**config.mk**
```make
export PLATFORM = sky130hd
export DESIGN_NAME = pcie_perst_sequencer
export DESIGN_NICKNAME = d
export VERILOG_FILES = /design/src/rtl/pcie_seq_pkg.sv /design/src/rtl/pcie_seq_timer.sv /design/src/rtl/pcie_perst_sequencer.sv
export SDC_FILE = /design/constraint.sdc
export NUM_CORES = 1
export LEC_CHECK = 0
export ABC_AREA = 0
export ABC_CLOCK_PERIOD_IN_PS = 2900
export CORE_ASPECT_RATIO = 1.2
export CORE_MARGIN = 5
export CORE_UTILIZATION = 30
export CTS_BUF_LIST = sky130_fd_sc_hd__clkbuf_8 sky130_fd_sc_hd__clkbuf_16
export CTS_CLUSTER_SIZE = 24
export DETAILED_ROUTE_END_ITERATION = 8
export PLACE_DENSITY_LB_ADDON = 0.2
export SETUP_SLACK_MARGIN = 0.3
export SYNTH_ARGS = -nofsm -noshare
export SYNTH_HDL_FRONTEND = slang
export SYNTH_SLANG_ARGS = --single-unit
export TNS_END_PERCENT = 30
```
**constraint.sdc**
```tcl
create_clock -name CLK -period 2.9 [get_ports CLK]
set_input_delay 0.435 -clock CLK [delete_from_list [all_inputs] [get_ports CLK]]
set_output_delay 0.435 -clock CLK [all_outputs]
set_load 0.01 [all_outputs]
```
**src/rtl/pcie_seq_pkg.sv**
```systemverilog
// -----------------------------------------------------------------------------
// pcie_seq_pkg
// Shared types for the PCIe PERST_n / REFCLK sequencer.
//   seq_state_e  : FSM state encoding, also driven out on the STATE port
//   seq_drive_t  : the three link-facing control levels (PERST_n, REFCLK_EN, MON_EN)
//   drive_for()  : control levels that belong to each state
// -----------------------------------------------------------------------------
package pcie_seq_pkg;

    localparam int STATE_W = 3;
    localparam int RETRY_W = 2;

    typedef enum logic [STATE_W-1:0] {
        S_OFF       = 3'd0,
        S_PWR_WAIT  = 3'd1,
        S_CLK_WAIT  = 3'd2,
        S_WAIT_LINK = 3'd3,
        S_ACTIVE    = 3'd4,
        S_HOLD      = 3'd5,
        S_FAILED    = 3'd6
    } seq_state_e;

    typedef struct packed {
        logic perst_n;
        logic refclk_en;
        logic mon_en;
    } seq_drive_t;

    // Refclk runs from CLK_WAIT onwards and is kept on through HOLD/FAILED so a
    // re-release never has to wait for the clock generators again.
    function automatic seq_drive_t drive_for(input seq_state_e s);
        seq_drive_t d;
        d = '0;
        case (s)
            S_CLK_WAIT, S_HOLD, S_FAILED: d.refclk_en = 1'b1;
            S_WAIT_LINK, S_ACTIVE:        d = '{perst_n: 1'b1, refclk_en: 1'b1, mon_en: 1'b1};
            default:                      d = '0;
        endcase
        return d;
    endfunction

endpackage

```
**src/rtl/pcie_seq_timer.sv**
```systemverilog
// -----------------------------------------------------------------------------
// pcie_seq_timer
// Load / decrement / zero-detect interval counter used for every timed state.
// Ports:
//   CLK, RST  : clock, synchronous active-high reset
//   load      : high in the first cycle of a timed state; load_val is taken
//   load_val  : interval length N in cycles
//   done      : high in the last of the N cycles (also when N is 0 or 1)
// -----------------------------------------------------------------------------
module pcie_seq_timer #(
    parameter int CNT_W = 20
) (
    input  logic             CLK,
    input  logic             RST,
    input  logic             load,
    input  logic [CNT_W-1:0] load_val,
    output logic             done
);

    logic [CNT_W-1:0] count;
    logic [CNT_W-1:0] remaining;

    // Cycles left in the interval, including the current one. The load value
    // is used directly in the entry cycle so the interval is exactly N cycles.
    assign remaining = load ? load_val : count;
    assign done      = (remaining <= CNT_W'(1));

    always_ff @(posedge CLK) begin
        // NOTE: state registers take non-blocking assignments so every flop
        // samples the pre-edge values, independent of statement order.
        if (RST) begin
            count <= '0;
        end else if (remaining != '0) begin
            count <= remaining - CNT_W'(1);
        end else begin
            count <= '0;  // saturate at zero, never underflow
        end
    end

endmodule

```
**src/rtl/pcie_perst_sequencer.sv**
```systemverilog
// -----------------------------------------------------------------------------
// pcie_perst_sequencer
// Sequences power good -> REFCLK_EN -> PERST_n release for one PCIe link and
// its passive monitor, waits for link-up with timeout and bounded retries.
// Ports:
//   CLK, RST   : clock, synchronous active-high reset
//   PWR_GOOD   : supply stable (sync to CLK); low forces OFF from any state
//   RST_REQ    : one-cycle warm-reset request
//   LINK_UP    : link trained (sync to CLK)
//   PERST_n    : fundamental reset, active low
//   REFCLK_EN  : reference-clock generator enable
//   MON_EN     : monitor capture enable (WAIT_LINK / ACTIVE only)
//   STATE      : current FSM state
//   RETRY_CNT  : link-up retries consumed since last good link-up
//   TMO_PULSE  : one-cycle pulse per link-up timeout
//   FAIL       : sticky failure flag, cleared only by RST
// All outputs are registered.
// -----------------------------------------------------------------------------
module pcie_perst_sequencer
    import pcie_seq_pkg::*;
#(
    parameter int T_PVPERL    = 100,
    parameter int T_PERST_CLK = 20,
    parameter int T_PERST_MIN = 10,
    parameter int LINK_TMO    = 1000,
    parameter int MAX_RETRY   = 3,
    parameter int CNT_W       = 20
) (
    input  logic               CLK,
    input  logic               RST,
    input  logic               PWR_GOOD,
    input  logic               RST_REQ,
    input  logic               LINK_UP,
    output logic               PERST_n,
    output logic               REFCLK_EN,
    output logic               MON_EN,
    output logic [STATE_W-1:0] STATE,
    output logic [RETRY_W-1:0] RETRY_CNT,
    output logic               TMO_PULSE,
    output logic               FAIL
);

    seq_state_e       state;
    logic             tmr_load;
    logic [CNT_W-1:0] tmr_val;
    logic             tmr_done;

    assign STATE = state;

    pcie_seq_timer #(.CNT_W(CNT_W)) u_timer (
        .CLK      (CLK),
        .RST      (RST),
        .load     (tmr_load),
        .load_val (tmr_val),
        .done     (tmr_done)
    );

    function automatic logic [CNT_W-1:0] interval_for(input seq_state_e s);
        case (s)
            S_PWR_WAIT:  return CNT_W'(T_PVPERL);
            S_CLK_WAIT:  return CNT_W'(T_PERST_CLK);
            S_WAIT_LINK: return CNT_W'(LINK_TMO);
            S_HOLD:      return CNT_W'(T_PERST_MIN);
            default:     return '0;
        endcase
    endfunction

    // Every transition goes through here so the registered outputs and the
    // timer load always agree with the state being entered.
    task automatic enter(input seq_state_e s);
        state                          <= s;
        {PERST_n, REFCLK_EN, MON_EN}   <= drive_for(s);
        tmr_load                       <= 1'b1;
        tmr_val                        <= interval_for(s);
    endtask

    always_ff @(posedge CLK) begin
        tmr_load  <= 1'b0;
        TMO_PULSE <= 1'b0;
        if (RST) begin
            state     <= S_OFF;
            PERST_n   <= 1'b0;
            REFCLK_EN <= 1'b0;
            MON_EN    <= 1'b0;
            RETRY_CNT <= '0;
            FAIL      <= 1'b0;
            tmr_val   <= '0;
        end else if (!PWR_GOOD && state != S_OFF) begin
            enter(S_OFF);
            RETRY_CNT <= '0;
        end else if (RST_REQ && (state == S_CLK_WAIT || state == S_WAIT_LINK ||
                                 state == S_ACTIVE   || state == S_FAILED)) begin
            enter(S_HOLD);
            // Leaving FAILED starts a fresh retry budget; warm resets elsewhere
            // keep the count.
            if (state == S_FAILED) RETRY_CNT <= '0;
        end else begin
            case (state)
                S_OFF:      if (PWR_GOOD) enter(S_PWR_WAIT);
                S_PWR_WAIT: if (tmr_done) enter(S_CLK_WAIT);
                S_CLK_WAIT: if (tmr_done) enter(S_WAIT_LINK);
                S_WAIT_LINK: begin
                    // LINK_UP wins over a coincident timeout.
                    if (LINK_UP) begin
                        enter(S_ACTIVE);
                        RETRY_CNT <= '0;
                    end else if (tmr_done) begin
                        TMO_PULSE <= 1'b1;
                        if (RETRY_CNT < RETRY_W'(MAX_RETRY)) begin
                            RETRY_CNT <= RETRY_CNT + RETRY_W'(1);
                            enter(S_HOLD);
                        end else begin
                            FAIL <= 1'b1;
                            enter(S_FAILED);
                        end
                    end
                end
                S_ACTIVE:   if (!LINK_UP) enter(S_HOLD);
                S_HOLD:     if (tmr_done) enter(S_CLK_WAIT);
                S_FAILED:   ;
                default:    enter(S_OFF);
            endcase
        end
    end

endmodule

```
==> results.md <==
- Tot GR Track Use: between 10 and 15%
- Hold path cells: 2
- Unique cell type count in the Yosys netlist: 50
- Via count: ~2.0k
- WP buf/inv: 1
- Warnings from Yosys: 0
- Crit path max fanout: 9
- Final worst path period share: 86.29%
- WL/cell: approximately 14 um
- Final hold violation count: 0
- Asr flop ratio synth: 0%
- Relative max-transition margin: between 50% and 60%
- Max Cap Viol: 0
- Met3 Use GR: 2.903%
- Syn Nets: between 200 and 300
- Initial antenna violation count: 0
- Number of global-route vias before repair: approximately 2k
- CP Capture Type: flip-flop
- CTS root buffer: clkbuf_8
- Post-layout min period: 2502 ps
- Worst VDD drop: roughly 0.0005 V
- CP arrival: around 2700 ps
- Clock H-tree levels: 2
- Post-synth EDFFs: 0
- Num rows: 33
- Most Crowded Layer GR: met2
- Worst-Skew Late Latency: 290 ps
- Met2 usage: 21.80%
- CTS Buffer Depth: 2
- Setup_tns: 0 ps
- Pins over their slew limit: 0
- CTS tree: done
- Initial Utilization: 30.96%
- CP max stage cell: o41a_1
- Syn Std Cell Area: 0.002135 sq mm
- FF-to-FF End: tmr_val[2]
- GRT overflow: 0
- Mean post-synth cell area: approximately 7.8 sq um
- Met1 Use GR: between 10% and 20%
- Largest net degree at the start of global routing: 22
- First-pass GRT wire length: about 9000 um
- Reg clk slew, reported paths: roughly 90 ps
- Die area: slightly below 0.009 sq mm
- Post-synthesis register bit count: 37
- Pwr dens: 1089 mW/mm^2
- Area grow syn2layout: 16.47%
- Worst hold start: PERST_n
- CP Launch Type: flip-flop
- Critical path cell sequence: or3_1 -> nor4_4 -> a31oi_1 -> o41a_1 -> buf_4 -> o41ai_2
- WP data required: around 3100 ps
- Hold endpoint: PERST_n
- DRT Wirelength: between 5000 and 6000 um
- Drt via density: roughly 5.2
- Fmax: between 0.3 and 0.4 GHz
- Worst Path Class, Setup: flip-flop to flip-flop
- Most frequent cells in the layout: nor2_1 (38), dfxtp_1 (36), o21ai_0 (17), nand2_1 (17)
- Total power: roughly 2.7 mW
- Antenna Nets Post-Route: 0
- Status: finished clean
- Worst Hold Class: flip-flop to flip-flop
- Iteration-0 DRC count of the detailed router: 93
- Setup repair after global routing missed its margin: yes
- Reg2Reg Setup Slack: a little under 400 ps
- Crit-path leading delay family: compound AO/OA/AOI/OAI gates
- Die W: between 80 and 90 um
- Worst hold slack: ~470 ps
- CTS Buf Count: 5
- Sequential share of the synthesized area: approximately a third
- # setup viols final: 0
- Post-Synthesis Cells: between 200 and 300
- # DRC: 0
- DP HPWL: between 3000 and 4000 um
- Buffers added on ports: 14
- Synth Flop Type: dfxtp_1
- Hold Buf Count CTS: 0
- Worst flop-to-flop path startpoint: u_timer.count[11]
- Core Box Area: around 0.0069 sq mm
- Die Span Y: slightly above 100 um
- First drt pass iteration count: 4
- Worst Reg-to-Reg Cells: 6
- Share of cells above drive strength 1: 10.10%
- Clock tree sinks: 37
- Util after Layout: roughly 36%
- Worst-margin pin slew: about 700 ps
- # diodes: 0
- Skew final: between 10 and 15 ps
- Final net count: 295
- RePlAce Congestion: slightly above 0.8
- Pleak: roughly 0.9 nW
- IO Pins: 15
- Commonest non-fill, non-tap cell in the layout: nor2_1
- Worst stage delay on the critical path: between 500 and 600 ps
-- area by class of cell --
class,instances,area [sq um]
clock buffers,5,68.82
repair buffers,25,222.7
fillers,746,4409
clock inverters,3,13.76
flip-flops and latches,37,742.0
inverters,8,30.03
multi-input cells,209,1300
well taps,87,108.9
-- worst max path at each step --
stage,from,to,slack (ps),cells after the start
2_1_floorplan,tmr_load,RETRY_CNT[0],500,10
3_3_place_gp,LINK_UP,tmr_val[6],400,8
3_5_place_dp,tmr_load,tmr_load,360,6
4_1_cts,tmr_load,tmr_load,330,6
5_1_grt,u_timer.count[11],tmr_val[2],260,6
6_report,u_timer.count[11],tmr_val[2],400,6
-- worst register-to-register path, stage by stage, from the launching register on --
cell and delay (ps):
dfxtp_1 340, or3_1 500, nor4_4 330, a31oi_1 260, o41a_1 540, buf_4 200
o41ai_2 250
-- cell usage after synthesis, types with 3 or more instances --
cell / count / share of area (%)
o21ai_0: 17 / 4.0
a211oi_1: 5 / 1.8
nand2_1: 17 / 3.0
buf_1: 3 / 0.53
nor2_1: 38 / 6.7
a31oi_1: 11 / 3.2
dfxtp_1: 37 / 35
nor3b_1: 3 / 1.1
o211ai_1: 7 / 2.5
xor2_1: 4 / 1.6
or2_2: 3 / 0.88
a21oi_1: 16 / 3.8
nand3_1: 4 / 0.94
nand2b_1: 7 / 2.1
mux2i_1: 6 / 2.8
or3_1: 6 / 1.8
nor3_1: 16 / 3.8
inv_1: 8 / 1.4
nor2b_1: 5 / 1.5
buf_2: 3 / 0.70
xnor2_1: 7 / 2.9
ha_1: 4 / 2.3
clkbuf_1: 13 / 2.3
-- what timing repair did --
action                     4_1_cts  5_1_grt
resized for setup                0        3
buffers inserted                 0        0
setup endpoints to repair        0       10
-- layer usage --
layer  vias up  part of all wire (%)
li1        997                     -
met1       921                    46
met2        31                    49
met3        10                   2.4
met4         0                   2.4
met5         -                     0
-- through the flow --
step / cell area, sq um / std cells / setup slack (ps)
finish: 2486 / 374 / 397.7
global placement: 2391 / 366 / 396.4
CTS: 2474 / 374 / 330.4
detailed placement: 2391 / 366 / 355.6
global route: 2486 / 374 / 258.4
floorplan: 2135 / 273 / 497.5
-- cell families after synthesis --
group	Yosys count	share of synthesized area (%)
flops	37	34.70
compound gates	73	22.16
simple gates	113	27.49
buf+inv	27	4.924
mux	8	3.869
fa+ha+maj	4	2.345
xor+xnor	11	4.513
-- flip-flops by register name (all words and copies together), names as in the netlist --
signal / count
PERST_n: 1
tmr_val: 6
FAIL: 1
tmr_load: 1
RETRY_CNT: 2
TMO_PULSE: 1
REFCLK_EN: 1
MON_EN: 1
STATE: 3
u_timer.count: 20
-- power breakdown --
group          total (mW)  internal (mW)  leakage (nW)  switching [mW]
Combinational        1.51          0.641         0.559           0.866
Sequential          0.842          0.667         0.302           0.174
Clock               0.359          0.163        0.0491           0.196
Total                2.71           1.47         0.911            1.24
(Power assumes the default switching activity.)
